**src/rtl/keypad_pkg.sv**
```systemverilog
// keypad_pkg: shared types and constants for the 4x4 keypad scanner.
// Column drive is one-hot; a key code is {row_onehot, col_onehot}.
package keypad_pkg;

  typedef enum logic [1:0] {
    SCAN     = 2'd0,
    DEBOUNCE = 2'd1,
    HELD     = 2'd2,
    RELEASE  = 2'd3
  } scan_state_t;

  localparam logic [3:0] COL0 = 4'b0001;
  localparam logic [3:0] COL1 = 4'b0010;
  localparam logic [3:0] COL2 = 4'b0100;
  localparam logic [3:0] COL3 = 4'b1000;

  localparam logic [7:0] KEY_NONE = 8'h00;

  // Next column in the rotation; any illegal pattern recovers to COL0.
  function automatic logic [3:0] next_col(input logic [3:0] c);
    logic [3:0] n;
    case (c)
      COL0:    n = COL1;
      COL1:    n = COL2;
      COL2:    n = COL3;
      default: n = COL0;
    endcase
    return n;
  endfunction

  // True when exactly one row line is active.
  function automatic logic is_onehot4(input logic [3:0] v);
    return (v != 4'b0) && ((v & (v - 4'd1)) == 4'b0);
  endfunction

endpackage

```
**src/rtl/keypad_scanner_sync_2ff.sv**
```systemverilog
// sync_2ff: 4-bit two-flop synchronizer for the asynchronous row lines.
// Both stages clear to 0 on the asynchronous active-low reset.
module sync_2ff (
  input  logic       clk,
  input  logic       reset,
  input  logic [3:0] d,
  output logic [3:0] q
);

  logic [3:0] meta;

  // Two back-to-back flops; only q is used downstream.
  always_ff @(posedge clk or negedge reset) begin
    if (!reset) begin
      meta <= 4'b0;
      q    <= 4'b0;
    end else begin
      meta <= d;
      q    <= meta;
    end
  end

endmodule

```
**src/rtl/keypad_scanner.sv**
```systemverilog
// keypad_scanner: scans a 4x4 matrix keypad one column at a time, debounces
// press and release, and reports the accepted key as {row_onehot, col_onehot}
// with a one-cycle key_valid pulse.
// Optional: define KEYPAD_AUTOREPEAT_EN to re-pulse key_valid every
// REPEAT_CYCLES cycles while a key stays held.
module keypad_scanner
  import keypad_pkg::*;
#(
  parameter int SCAN_DIV        = 1000,
  parameter int DEBOUNCE_CYCLES = 20000
`ifdef KEYPAD_AUTOREPEAT_EN
  ,
  parameter int REPEAT_CYCLES   = 4000000
`endif
) (
  input  logic       clk,
  input  logic       reset,
  input  logic [3:0] rows,
  output logic [3:0] cols,
  output logic [7:0] keypad_val,
  output logic       key_valid,
  output logic       key_held
);

  localparam int DIV_W = $clog2(SCAN_DIV + 1);
  localparam int DB_W  = $clog2(DEBOUNCE_CYCLES + 1);
  localparam logic [DIV_W-1:0] DIV_LAST = DIV_W'(SCAN_DIV - 1);
  localparam logic [DB_W-1:0]  DB_LAST  = DB_W'(DEBOUNCE_CYCLES - 1);

`ifdef KEYPAD_AUTOREPEAT_EN
  localparam int REP_W = $clog2(REPEAT_CYCLES + 1);
  localparam logic [REP_W-1:0] REP_LAST = REP_W'(REPEAT_CYCLES - 1);
  logic [REP_W-1:0] rep_cnt;
`endif

  scan_state_t      state;
  logic [3:0]       rows_s;
  logic [3:0]       row_cap;
  logic [DIV_W-1:0] div_cnt;
  logic [DB_W-1:0]  db_cnt;

  sync_2ff u_sync (
    .clk   (clk),
    .reset (reset),
    .d     (rows),
    .q     (rows_s)
  );

  // Scan/debounce FSM with column rotation, counters and registered outputs.
  // Counters stop at their terminal value (the state changes there), so they
  // never wrap.
  always_ff @(posedge clk or negedge reset) begin
    if (!reset) begin
      state      <= SCAN;
      cols       <= COL0;
      keypad_val <= KEY_NONE;
      key_valid  <= 1'b0;
      key_held   <= 1'b0;
      row_cap    <= 4'b0;
      div_cnt    <= '0;
      db_cnt     <= '0;
`ifdef KEYPAD_AUTOREPEAT_EN
      rep_cnt    <= '0;
`endif
    end else begin
      key_valid <= 1'b0;
      case (state)
        SCAN: begin
          if (div_cnt >= DIV_LAST) begin
            div_cnt <= '0;
            if (is_onehot4(rows_s)) begin
              // Freeze on this column and qualify the single active row.
              row_cap <= rows_s;
              db_cnt  <= '0;
              state   <= DEBOUNCE;
            end else begin
              cols <= next_col(cols);
            end
          end else begin
            div_cnt <= div_cnt + 1'b1;
          end
        end

        DEBOUNCE: begin
          if (rows_s == row_cap) begin
            if (db_cnt >= DB_LAST) begin
              keypad_val <= {row_cap, cols};
              key_valid  <= 1'b1;
              key_held   <= 1'b1;
              db_cnt     <= '0;
              state      <= HELD;
`ifdef KEYPAD_AUTOREPEAT_EN
              rep_cnt    <= '0;
`endif
            end else begin
              db_cnt <= db_cnt + 1'b1;
            end
          end else begin
            // Bounce or a second row appeared: drop the candidate silently.
            cols    <= next_col(cols);
            div_cnt <= '0;
            state   <= SCAN;
          end
        end

        HELD: begin
          // Only the captured row matters; extra rows in this column are ignored.
          if ((rows_s & row_cap) == 4'b0) begin
            db_cnt <= '0;
            state  <= RELEASE;
`ifdef KEYPAD_AUTOREPEAT_EN
            rep_cnt <= '0;
`endif
          end
`ifdef KEYPAD_AUTOREPEAT_EN
          else if (rep_cnt >= REP_LAST) begin
            rep_cnt   <= '0;
            key_valid <= 1'b1;
          end else begin
            rep_cnt <= rep_cnt + 1'b1;
          end
`endif
        end

        RELEASE: begin
          if ((rows_s & row_cap) == 4'b0) begin
            if (db_cnt >= DB_LAST) begin
              key_held <= 1'b0;
              db_cnt   <= '0;
              cols     <= next_col(cols);
              div_cnt  <= '0;
              state    <= SCAN;
            end else begin
              db_cnt <= db_cnt + 1'b1;
            end
          end else begin
            // Release glitch: the key is still down, keep reporting it held.
            db_cnt <= '0;
            state  <= HELD;
          end
        end

        default: begin
          state <= SCAN;
        end
      endcase
    end
  end

endmodule
```
**config.mk**
```make
export PLATFORM = sky130hd
export DESIGN_NAME = keypad_scanner
export DESIGN_NICKNAME = d
export VERILOG_FILES = /design/src/rtl/keypad_pkg.sv /design/src/rtl/keypad_scanner_sync_2ff.sv /design/src/rtl/keypad_scanner.sv
export SDC_FILE = /design/constraint.sdc
export NUM_CORES = 1
export LEC_CHECK = 0
export ABC_AREA = 1
export CORE_MARGIN = 3
export CORE_UTILIZATION = 48
export DETAILED_ROUTE_END_ITERATION = 8
export PLACE_DENSITY_LB_ADDON = 0.1
export SETUP_SLACK_MARGIN = 0.1
export SLEW_MARGIN = 10
export SYNTH_ARGS = -nofsm -noshare
export SYNTH_HDL_FRONTEND = slang
export SYNTH_HIERARCHICAL = 1
export SYNTH_SLANG_ARGS = --single-unit
```
**constraint.sdc**
```tcl
create_clock -name clk -period 1.8 [get_ports clk]
set_clock_uncertainty 0.15 [all_clocks]
set_input_delay 0.36 -clock clk [delete_from_list [all_inputs] [get_ports clk]]
set_output_delay 0.36 -clock clk [all_outputs]
set_load 0.01 [all_outputs]
```
==> flow_summary_export.csv <==
group,metric,value,unit
outcome,status,"complete, but fails checks",
outcome,violations,"negative setup slack",
timing,worst-slew-pin-transition,474.0,ps
synthesis,syn_avg_cell_area,7.747,um^2
worst_hold_path,min_from,"u_sync/meta[1]",
route,via_per_inst,5.300,
synthesis,synth_seq_cells,53,
setup_path,r2r-end,"div_cnt[4]",
route,wl,7.322,mm
global_routing,grt_pass1_wl,11.98,mm
synthesis,synth_top_cell_area_share,48.13,%
global_routing,met3_usage,4.324,%
synthesis,syn_inst,349,
final_layout,drive_gt1_share,36.98,%
place,io_buffer_count,19,
worst_hold_path,min_to,"u_sync/q[1]",
timing,maxSlewHeadroom,68.11,%
cts,numCtsBuffers,5,
synthesis,synth_top_family_by_area,"simple AND/OR/NAND/NOR gates",
final_layout,nFillCells,374,
global_routing,antenna_found_initial,0,
route,routed-via-count,2650,
timing,finalCriticalPeriod,1860,ps
setup_path,rr_worst_depth,9,
floorplanning,io_pins,20,
timing,max_freq,537.7,MHz
setup_path,worstSetupStartpointType,"register",
global_routing,met2_usage,38.01,%
floorplanning,core,5270,um^2
cts,cts_max_path_buffers,2,
cts,cts_max_level,2,
floorplanning,die-area,6570,um^2
place,dp_hpwl,4.363,mm
final_layout,final_common_cell,"nand2_1",
cts,clkTransAtPathRegs,90,ps
setup_path,cp-end-kind,"register",
global_routing,grt_pass1_vias,2595,
cts,clk_latency,310,ps
synthesis,synth_area_leaders,"dfrtp_1 48%, nand2_1 13%, o21ai_0 6.8%, inv_1 6.8%, nor2_1 5.4%",
route,firstDrtPassIters,4,
final_layout,antenna_cells,0,
synthesis,synth-seq-area-share,49.10,%
global_routing,grt_start_max_net_pins,27,
global_routing,groute.layer.met1.usage,31.14,%
synthesis,synth_nets,361,
timing,fin_ws,-59.67,ps
cts,cts_tree,"done",
setup_path,worstReg2RegStart,"row_cap[1]",
route,drt_iter0_drc,117,
floorplanning,initial_core_util,51.31,%
final_layout,layout_common_cells,"59 x nand2_1, 52 x dfrtp_1, 43 x inv_1, 39 x buf_4, 28 x nand2_2",
worst_hold_path,hold_path_depth,0,
cts,cts-root-buf,"clkbuf_8",
synthesis,netlist_area,2704,um^2
setup_path,worstPathArrival,1890,ps
floorplanning,die_h,81.06,um
global_routing,top_usage_layer,"met2",
synthesis,synth.area.mux_share,0,%
worst_hold_path,holdCritPathClass,"reg -> reg",
cts,clock_sinks,53,
power,p_leak,1.955,nW
timing,final-hold-violation-count,0,
route,postRouteAntennaNets,0,
synthesis,yosys_warnings,6,
synthesis,netlist.top_cell.by_area,"dfrtp_1",
synthesis,synthXorXnorAreaFrac,0.3239,%
synthesis,synth.distinct_cells,27,
final_layout,utilization,75.74,%
synthesis,synthSimpleGateAreaFrac,28.83,%
final_layout,fin_nets,442,
place,dpl_cell_area,3182,um^2
power,peakVddDrop,0.0004063,V
final_layout,area_growth,47.62,%
route,drc,0,
setup_path,worst_ep_required_time,1830,ps
timing,rsz0062_at_grt,"yes",
timing,setup_tns,-519.0,ps
synthesis,synth-compound-area-share,10.64,%
synthesis,yosys.area_share.adder,2.776,%
final_layout,fin_area,3991,um^2
global_routing,grt_use_total,23.55,%
setup_path,r2r_slack,-60,ps
setup_path,setup.worst_path.class,"reg -> reg",
timing,finalMaxSlewViolations,0,
setup_path,worstPathMaxFanout,8,
route,post_drt_wl_per_cell,14.64,um
floorplanning,rows,26,
floorplanning,die_w,81.06,um
global_routing,overflow,0,
timing,setup_viol,18,
run,drv_cap,0,
power,powerDensity,502.0,nW/um^2
timing,period_share,103.3,%
place,gp_congestion,0.8661,
-- flip-flops by register name (all words and copies together), names as in the netlist --
| register | cells |
|---|---|
| state | 2 |
| u_sync/meta | 4 |
| key_valid | 1 |
| div_cnt | 10 |
| u_sync/q | 4 |
| key_held | 1 |
| keypad_val | 8 |
| row_cap | 4 |
| cols | 4 |
| db_cnt | 15 |
-- logic make-up (layout without fill, tap and decap cells) --
logic type / after synthesis / count (layout)
AOI/OAI and AO/OA: 53 / 53
buffers and inverters: 54 / 131
xor gates and xnor gates: 1 / 1
adders and majority gates: 6 / 6
DFF: 53 / 53
and+or+nand+nor: 182 / 186
-- how the worst max path moves through the flow --
stage,start,end,slack [ps],cells past startpoint
after detailed placement,db_cnt[0],div_cnt[7],-70,9
after global placement,db_cnt[0],state[1],-40,11
after CTS,u_sync/q[1],db_cnt[13],20,12
final,row_cap[1],div_cnt[4],-60,9
after global routing,u_sync/q[0],db_cnt[4],-160,13
after floorplan,u_sync/q[1],db_cnt[13],100,10
-- stage by stage --
step / hold WS (ps) / setup slack (ps) / total power, mW / std cells
final: 212.1 / -59.67 / 2.004 / 500
after global routing: 221.5 / -161.7 / 2.083 / 500
after CTS: 215.9 / 17.86 / 2.003 / 490
after detailed placement: 102.6 / -67.07 / 1.309 / 461
after global placement: 98.66 / -39.68 / 1.307 / 461
after floorplan: -85.59 / 101.7 / 1.249 / 349
-- cell usage after synthesis --
cell,number
nand2_1,93
dfrtp_1,52
inv_1,49
nor2_1,39
o21ai_0,37
nand3_1,24
nand4_1,11
a21oi_1,9
ha_1,6
nor3_1,4
nand2_2,3
or2_2,3
buf_4,2
buf_6,2
nand3b_1,2
o21bai_1,2
a21oi_4,1
a31oi_1,1
clkinv_1,1
dfstp_2,1
nand3_2,1
nor2_2,1
nor4_1,1
o2111ai_1,1
o21ai_1,1
o22ai_1,1
xnor2_1,1
-- critical path, stage by stage (launching register included) --
cell	delay, ps
dfrtp_1	430
ha_4	260
nor2_4	150
buf_6	120
nand2_4	60
nor2_4	170
nor2_4	80
buf_6	130
nand2_8	100
o21ai_1	70
-- power breakdown --
group / total (mW) / internal (mW) / switching (mW)
Combinational: 0.108 / 0.0467 / 0.0613
Sequential: 1.21 / 1.20 / 0.00730
Clock: 0.690 / 0.305 / 0.385
Total: 2.00 / 1.55 / 0.453
-- metal layers --
layer	vias up	part of all wire, %
met5	-	0
met4	0	2.6
met3	18	4.2
met2	69	50
met1	1269	43
li1	1294	-
-- cell type report --
class / instances / area [um^2] / share of cell area [%]
clock buffers: 6 / 82.58 / 2.069
inverters: 50 / 190.2 / 4.765
clock inverters: 1 / 7.507 / 0.1881
flip-flops and latches: 53 / 1328 / 33.26
multi-input cells: 246 / 1627 / 40.75
repair buffers: 74 / 669.4 / 16.77
well taps: 70 / 87.58 / 2.194
-- repair_timing --
| item | in CTS | in global routing |
|---|---|---|
| gates cloned | 3 | 2 |
| setup endpoints to repair | 56 | 46 |
| gates resized for setup | 96 | 64 |
| setup buffers | 19 | 8 |
| hold endpoints to repair | 7 | 0 |
| pin swaps | 28 | 32 |
| hold buffers | 1 | 0 |
Power figures use the tool's default switching activity.
